$ cat config.mk
export PLATFORM = sky130hd
export DESIGN_NAME = bpf2_spi_tx
export DESIGN_NICKNAME = d
export VERILOG_FILES = /design/src/rtl/bpf2_spi_tx.sv
export SDC_FILE = /design/constraint.sdc
export NUM_CORES = 1
export LEC_CHECK = 0
export ABC_AREA = 1
export CAP_MARGIN = 0
export CORE_ASPECT_RATIO = 1.5
export CORE_MARGIN = 2
export CORE_UTILIZATION = 52
export DETAILED_ROUTE_END_ITERATION = 7
export PLACE_DENSITY = 0.76
export SETUP_SLACK_MARGIN = 0.4
export SKIP_LAST_GASP = 1
export SLEW_MARGIN = 10
export SYNTH_ARGS = -nofsm -noshare
export SYNTH_HDL_FRONTEND = slang
export SYNTH_SLANG_ARGS = --single-unit
$ cat constraint.sdc
create_clock -name clock -period 1.7 [get_ports clock]
set_input_delay 0.255 -clock clock [delete_from_list [all_inputs] [get_ports clock]]
set_output_delay 0.255 -clock clock [all_outputs]
set_load 0.005 [all_outputs]
$ cat src/rtl/bpf2_spi_tx.sv
// Serialises {ctrl, BPF2} to the filter-board shift register, then pulses latch enable.
// Optional macro BPF2_ONEHOT_CHECK_EN substitutes LPF bypass for an invalid select and flags a sticky fault.
module bpf2_spi_tx #(
  parameter int CLK_DIV = 4
) (
  input  logic       clock,
  input  logic       reset,
  input  logic [7:0] BPF2,
  input  logic [7:0] ctrl,
  output logic       spi_clk,
  output logic       spi_data,
  output logic       spi_le,
  output logic       busy,
  output logic       fault
);

  typedef enum logic [1:0] {IDLE, SHIFT, LATCH, GAP} state_t;

  localparam logic [7:0] DIV_LAST = 8'(CLK_DIV - 1);

  state_t      state;
  logic [7:0]  div_cnt;
  logic [4:0]  bit_cnt;
  logic [15:0] shift_reg;
  logic [15:0] last_sent;
  logic        pending;
  logic [15:0] raw_word;
  logic [15:0] sel_word;
  logic        start_frame;

  assign raw_word    = {ctrl, BPF2};
  assign start_frame = (state == IDLE) && (pending || (raw_word != last_sent));

`ifdef BPF2_ONEHOT_CHECK_EN
  logic bpf_valid;

  assign bpf_valid = (BPF2 != 8'h00) && ((BPF2 & (BPF2 - 8'd1)) == 8'h00);
  assign sel_word  = bpf_valid ? raw_word : {ctrl, 8'h01};

  always_ff @(posedge clock) begin
    if (reset)
      fault <= 1'b0;
    else if (start_frame && !bpf_valid)
      fault <= 1'b1;
  end
`else
  assign sel_word = raw_word;
  assign fault    = 1'b0;
`endif

  // last_sent holds the raw input word so an invalid select is not resent forever
  always_ff @(posedge clock) begin
    if (reset) begin
      state     <= IDLE;
      spi_clk   <= 1'b0;
      spi_data  <= 1'b0;
      spi_le    <= 1'b0;
      busy      <= 1'b0;
      div_cnt   <= 8'd0;
      bit_cnt   <= 5'd0;
      shift_reg <= 16'h0000;
      last_sent <= 16'h0000;
      pending   <= 1'b1;
    end else begin
      case (state)
        IDLE: begin
          spi_clk  <= 1'b0;
          spi_data <= 1'b0;
          spi_le   <= 1'b0;
          busy     <= 1'b0;
          if (start_frame) begin
            shift_reg <= sel_word;
            last_sent <= raw_word;
            pending   <= 1'b0;
            spi_data  <= sel_word[15];
            busy      <= 1'b1;
            div_cnt   <= 8'd0;
            bit_cnt   <= 5'd0;
            state     <= SHIFT;
          end
        end

        SHIFT: begin
          if (div_cnt == DIV_LAST) begin
            div_cnt <= 8'd0;
            if (!spi_clk) begin
              spi_clk <= 1'b1;
            end else begin
              spi_clk <= 1'b0;
              if (bit_cnt == 5'd15) begin
                spi_le   <= 1'b1;
                spi_data <= 1'b0;
                state    <= LATCH;
              end else begin
                bit_cnt   <= bit_cnt + 5'd1;
                shift_reg <= {shift_reg[14:0], 1'b0};
                spi_data  <= shift_reg[14];
              end
            end
          end else begin
            div_cnt <= div_cnt + 8'd1;
          end
        end

        LATCH: begin
          if (div_cnt == DIV_LAST) begin
            div_cnt <= 8'd0;
            spi_le  <= 1'b0;
            state   <= GAP;
          end else begin
            div_cnt <= div_cnt + 8'd1;
          end
        end

        GAP: begin
          if (div_cnt == DIV_LAST) begin
            div_cnt <= 8'd0;
            busy    <= 1'b0;
            state   <= IDLE;
          end else begin
            div_cnt <= div_cnt + 8'd1;
          end
        end

        default: state <= IDLE;
      endcase
    end
  end

endmodule

==> results of run 1 <==
[per-layer routing]
metal  vias to the layer above  routed length, um  global-route usage, %
met2                        81               4299                  51.88
met5                         -                  0                      0
met1                      1302               2825                  26.67
met3                        25                349                  4.417
li1                       1389                  -                      -
met4                         0                285                  15.74
[worst max-delay path by stage]
stage	start	to	slack (ps)	depth (start not counted)
floorplan	bit_cnt[0]	state[0]	270	11
global placement	BPF2[1]	div_cnt[6]	-290	12
detailed placement	BPF2[1]	div_cnt[3]	-350	12
CTS	last_sent[9]	bit_cnt[4]	90	11
global route	last_sent[15]	bit_cnt[4]	-80	10
finish	bit_cnt[0]	state[1]	20	11
[critical path, stage by stage, from the launching register on]
cell and delay [ps]:
dfxtp_4 370, ha_4 150, nand2_4 50, nor2_4 130
ha_4 170, nor2_4 50, a21oi_2 130, nand2_2 120
nor2_4 170, nand2_2 80, nand2_2 80, a21oi_2 60
[area by class of cell]
type / instances / area, um2
clock inverter: 2 / 35.03
timing repair buffer: 65 / 659.4
inverter: 47 / 196.4
sequential: 51 / 1056
clock buffer: 6 / 82.58
multi-input combinational: 281 / 1648
fill: 373 / 1127
tap: 66 / 82.58
[layout by cell type, fill, tap and decap left out, drive strengths merged]
cell type / Yosys / layout
nand2: 97 / 97
dfxtp: 51 / 51
nor2: 47 / 47
inv: 46 / 46
a21oi: 44 / 44
buf: 8 / 43
o21ai: 38 / 38
nand3: 17 / 20
dlygate4sd2: 0 / 17
nand4: 17 / 17
clkbuf: 9 / 7
ha: 7 / 7
xnor2: 5 / 5
or2: 2 / 2
clkdlybuf4s50: 0 / 2
dlymetal6s2s: 0 / 2
clkinv: 1 / 2
a211oi: 1 / 1
xor2: 1 / 1
nor2b: 1 / 1
conb: 1 / 1
bufinv: 0 / 1
[repair_timing]
action,4_1_cts,5_1_grt
gates resized for setup,50,61
buffers inserted,7,7
endpoints found under the setup margin,54,50
pin swaps,11,40
cloned,5,1
hold endpoints to repair,0,0
[power breakdown]
part / internal [uW] / switching, uW / leakage, uW
combinational: 1430 / 1930 / 0.00118
sequential: 1640 / 266 / 0.000429
clock: 477 / 413 / 0.0000612
total: 3550 / 2610 / 0.00167
[logic make-up after synthesis]
kind of cell | after synthesis | synth area share [%]
fa+ha+maj | 7 | 3.289
compound gates | 83 | 16.12
xor+xnor | 6 | 1.974
other cells | 1 | 0.1408
simple gates | 181 | 30.08
flops | 51 | 38.35
buf+inv | 64 | 10.06
[stage by stage]
step	setup TNS (ps)	power [uW]	util, %
floorplan	0	3711	-
global placement	-10410	4280	64.41
detailed placement	-12880	4366	64.41
CTS	0	5566	71.61
global route	-214.5	6568	76.93
finish	0	6159	76.93
==> results.ini, run 1 <==
[outcome]
status = complete, no violations

[timing]
final.period_utilization_pct = 98.81
timing.final.ws_setup_ps = 20.31
finalMaxSlewViolations = 0
period_needed_ps = 1680
rsz0062_at_grt = yes
max_freq_mhz = 595.3
hold_slack_ps = 388.5
final_hold_viol_count = 0
setup_violations = 0
finClkSkew_ps = 9.002

[synth]
synth_edf_count = 0
async_flop_share_pct = 0
synth_ff_type = dfxtp_1
syn_area_um2 = 2663
post-synth-top-count-cell = nand2_1
synth_area_leader_cell = dfxtp_1
ys_types = 28
synth_warnings = 0
synth_commonest_cells = 96 x nand2_1, 51 x dfxtp_1, 45 x inv_1
syn_avg_cell_area_um2 = 6.775
yosysTopAreaCellShare_pct = 38.35
ys_ff_latch = 51
syn_inst = 393
synthTopCellsByArea = dfxtp_1 38%, nand2_1 14%, a21oi_1 8.1%
synth_nets = 418
ys_seq_area_share_pct = 38.35

[cts]
cts_hold_buf = 0
htreeDepth = 2
clock_sinks = 51
insertion_delay_ps = 310
cts.clk_slew.worst_paths_ps = 100
clockRootBuffer = clkbuf_8
tritoncts.num_buffers = 5
cts_tree = yes
cts.path.max_buffers = 2

[grt]
grt_start_max_net_pins = 28
antenna_found_initial = 0
track_usage_pct = 27.01
grt_pass1_wl_mm = 12.40
grt_pass1_vias = 2808
grt-ovfl-total = 0

[worst_setup_path]
critPathMaxFanout = 3
cp-end-kind = flip-flop
critPathRequiredTime_ps = 1900
reg2reg_to = state[1]
worstSetupPathType = flip-flop to flip-flop
crit_arrival_ps = 1880
rr_worst_depth = 11
rr_startpoint = bit_cnt[0]
r2r_slack_ps = 20
start_kind = flip-flop

[flow_run]
maxCapViolations = 0

[hold_path]
hold_path_end = last_sent[14]
hp-class = input pin to flip-flop
min_from = ctrl[6]
min_path_cells = 3

[routing]
first_iter_violations = 158
wl_mm = 7.760
first_pass_iters = 4
num_vias = 2797
drcViolationCount = 0
vias_per_cell = 5.400
postRouteAntennaNets = 0
wl_per_cell_um = 14.98

[die]
start_util_pct = 54.48
die_x_um = 62.43
ioPinCount = 23
die_y_um = 91.64
num_rows = 31
dieArea_um2 = 5721
core_um2 = 4887

[layout]
fin_cells = 518
stdcell_area_um2 = 3760
area_delta_synth_final_pct = 41.21
antenna_cells = 0
nets = 476
largest_reg_flops = 16
drive_gt1_share_pct = 29.20

[placed_design]
pre_cts_slack_ps = -345.8
placed_area_um2 = 3148
gp_congestion = 0.7867
post-place-cells = 490
dp_hpwl_mm = 4.500
portBuffers = 21

[pwr]
total_leakage_power_uw = 0.001671
power_density_nw_per_um2 = 1638
max-vdd-ir-drop_mv = 1.070

No activity file was read; power rests on OpenSTA's default activity.
==> inputs of run 2 (changes only) <==
Settings changed: CORE_UTILIZATION 52 to 42, PLACE_DENSITY 0.76 to not set.
==> run 2 against run 1 <==
  * Critical endpoint is now shift_reg[10]
  * Register-to-register slack better by 80 ps
  * Clock skew is 3.5 ps lower
  * Total power up 16%
  * Largest cell class unchanged
  * Sequential cell count did not move
  * Highest routed layer unchanged
  * Worst setup slack better by 78 ps
  * Combinational power is 35% higher
  * Wire length up 3.9%
==> results.ini, run 2 (synthesis results as in run 1) <==
[timing]
final_hold_viol_count = 0  ; unchanged
rsz0062_at_grt = yes
setup_violations = 0  ; unchanged
max_freq_mhz = 624.5  ; +4.9%
finalMaxSlewViolations = 0  ; unchanged
finClkSkew_ps = 5.536  ; -3.465 ps
period_needed_ps = 1601  ; -78.40 ps
final.period_utilization_pct = 94.19  ; -4.6 points
timing.final.ws_setup_ps = 98.70  ; +78.40 ps

[worst_setup_path]
start_kind = flip-flop
worstSetupPathType = flip-flop to flip-flop
critPathRequiredTime_ps = 1890  ; about the same
critPathMaxFanout = 10  ; +7
rr_worst_depth = 11  ; unchanged
rr_startpoint = last_sent[3]
crit_arrival_ps = 1790  ; -90 ps
reg2reg_to = shift_reg[10]
cp-end-kind = flip-flop
r2r_slack_ps = 100  ; +80 ps

[cts]
cts.clk_slew.worst_paths_ps = 90  ; about the same
htreeDepth = 2  ; unchanged
insertion_delay_ps = 310  ; about the same
cts.path.max_buffers = 2  ; unchanged
clockRootBuffer = clkbuf_8
tritoncts.num_buffers = 5  ; unchanged
cts_tree = yes
clock_sinks = 51  ; unchanged

[grt]
grt-ovfl-total = 0  ; unchanged
grt_pass1_wl_mm = 12.66  ; +2.1%
antenna_found_initial = 0  ; unchanged
grt_start_max_net_pins = 28  ; unchanged
grt_pass1_vias = 2828  ; +0.71%
track_usage_pct = 22.44  ; -4.6 points

[die]
core_um2 = 6131  ; +25%
ioPinCount = 23  ; unchanged
dieArea_um2 = 7006  ; +22%
start_util_pct = 43.43  ; -11 points
die_x_um = 69.01  ; +11%
num_rows = 35  ; +13%
die_y_um = 101.5  ; +11%

[pwr]
power_density_nw_per_um2 = 1715  ; +4.7%
total_leakage_power_uw = 0.001851  ; +11%
max-vdd-ir-drop_mv = 0.8629  ; -19%

[placed_design]
gp_congestion = 0.8251  ; +4.9%
portBuffers = 21  ; unchanged
dp_hpwl_mm = 4.538  ; +0.84%
pre_cts_slack_ps = -368.1  ; -22.30 ps
post-place-cells = 500  ; +2.0%

[layout]
nets = 500  ; +5.0%
antenna_cells = 0  ; unchanged
multiInputGateArea_um2 = 1780  ; +8.0%
area_delta_synth_final_pct = 55.87
largest_reg_flops = 16  ; unchanged
mostFrequentLayoutCells = 75 x nand2_1, 45 x buf_4, 38 x inv_1, 32 x dfxtp_1, 29 x nor2_1
drive_gt1_share_pct = 39.29  ; +10 points
regArea_um2 = 1055  ; -0.12%
fill_cells = 522  ; +40%
final_common_cell = nand2_1
fin_cells = 550  ; +6.2%

[routing]
num_vias = 2849  ; +1.9%
vias_per_cell = 5.180  ; -4.1%
wl_mm = 8.064  ; +3.9%
first_iter_violations = 129  ; -18%
wl_per_cell_um = 14.66  ; -2.1%
first_pass_iters = 4  ; unchanged
drcViolationCount = 0  ; unchanged
postRouteAntennaNets = 0  ; unchanged

[hold_path]
hold_path_end = last_sent[14]
min_from = ctrl[6]
hp-class = input pin to flip-flop
min_path_cells = 3  ; unchanged

[flow_run]
maxCapViolations = 0  ; unchanged

[outcome]
status = complete, no violations

-- run 2: cell types whose count changed in the layout (fill, tap and decap cells not counted), moves of 3 or more --
cell     previous run  this run
buf_4              32        45
o21ai_2             1        11
buf_6               4        11
nand2_1            80        75
nand2_4             3         7
a21oi_1            38        26
o21ai_0            35        23
a21oi_2             5        17
buf_16              2         5
nor2_2              6         9
inv_4               3         0
-- run 2: routing by layer --
layer  GRT usage, %  vias up  share of wire (%)
met3          3.085       17                2.3
met4          10.86        0                3.4
met2          43.86       44                 55
met1          23.31     1354                 39
li1               -     1434                  -
met5              0        -                  0
-- run 2: final cells by class --
cell class                 count  share of cell area, %
clock inverter                 1                 0.1206
sequential                    51                  25.41
inverter                      47                  4.914
timing repair buffer          89                  22.58
tap                           74                  2.231
multi-input combinational    281                  42.90
clock buffer                   7                  1.839
-- run 2: what timing repair did --
| item | CTS | global route |
|---|---|---|
| pin swaps | 31 | 45 |
| gates resized for setup | 86 | 82 |
| gates cloned | 8 | 1 |
| setup buffers | 27 | 6 |
| setup endpoints to repair | 54 | 50 |
| hold buffers | 0 | 0 |
-- run 2: critical path, stage by stage (launching register included) --
cell and delay (ps):
dfxtp_2 340, inv_2 40, nand2_2 50, nand2_2 50, nor2_2 110, nand2_2 100, nor2_4 140, nand4_4 170
buf_6 180, buf_16 140, nand4_1 70, a21oi_1 70
-- run 2: where the power goes --
group | total (uW) | internal [uW] | switching, uW
Sequential | 1890 | 1640 | 250
Clock | 700 | 291 | 409
Combinational | 4520 | 2220 | 2300
Total | 7120 | 4160 | 2960
-- run 2: how the worst max path moves through the flow --
stage                  startpoint            end  slack [ps]  cells after the start
floorplan              bit_cnt[0]       state[0]         270                     11
global placement          BPF2[1]     div_cnt[5]        -340                     12
detailed placement        BPF2[1]     div_cnt[5]        -370                     12
CTS                    bit_cnt[1]       state[0]          80                     11
global route        last_sent[15]  shift_reg[13]         -10                     11
finish               last_sent[3]  shift_reg[10]         100                     11
-- run 2: stage by stage --
stage / power (uW) / instance area (um2) / hold slack, ps / TNS [ps] / utilization, %
2_1_floorplan: 3711 / 2739 / 398.1 / 0 / -
3_3_place_gp: 4372 / 3186 / 448.2 / -12990 / 51.96
3_5_place_dp: 4420 / 3186 / 453.2 / -14050 / 51.96
4_1_cts: 6573 / 3852 / 383.2 / 0 / 62.84
5_1_grt: 7556 / 4150 / 298.9 / -9.635 / 67.69
6_report: 7116 / 4150 / 278.1 / 0 / 67.69
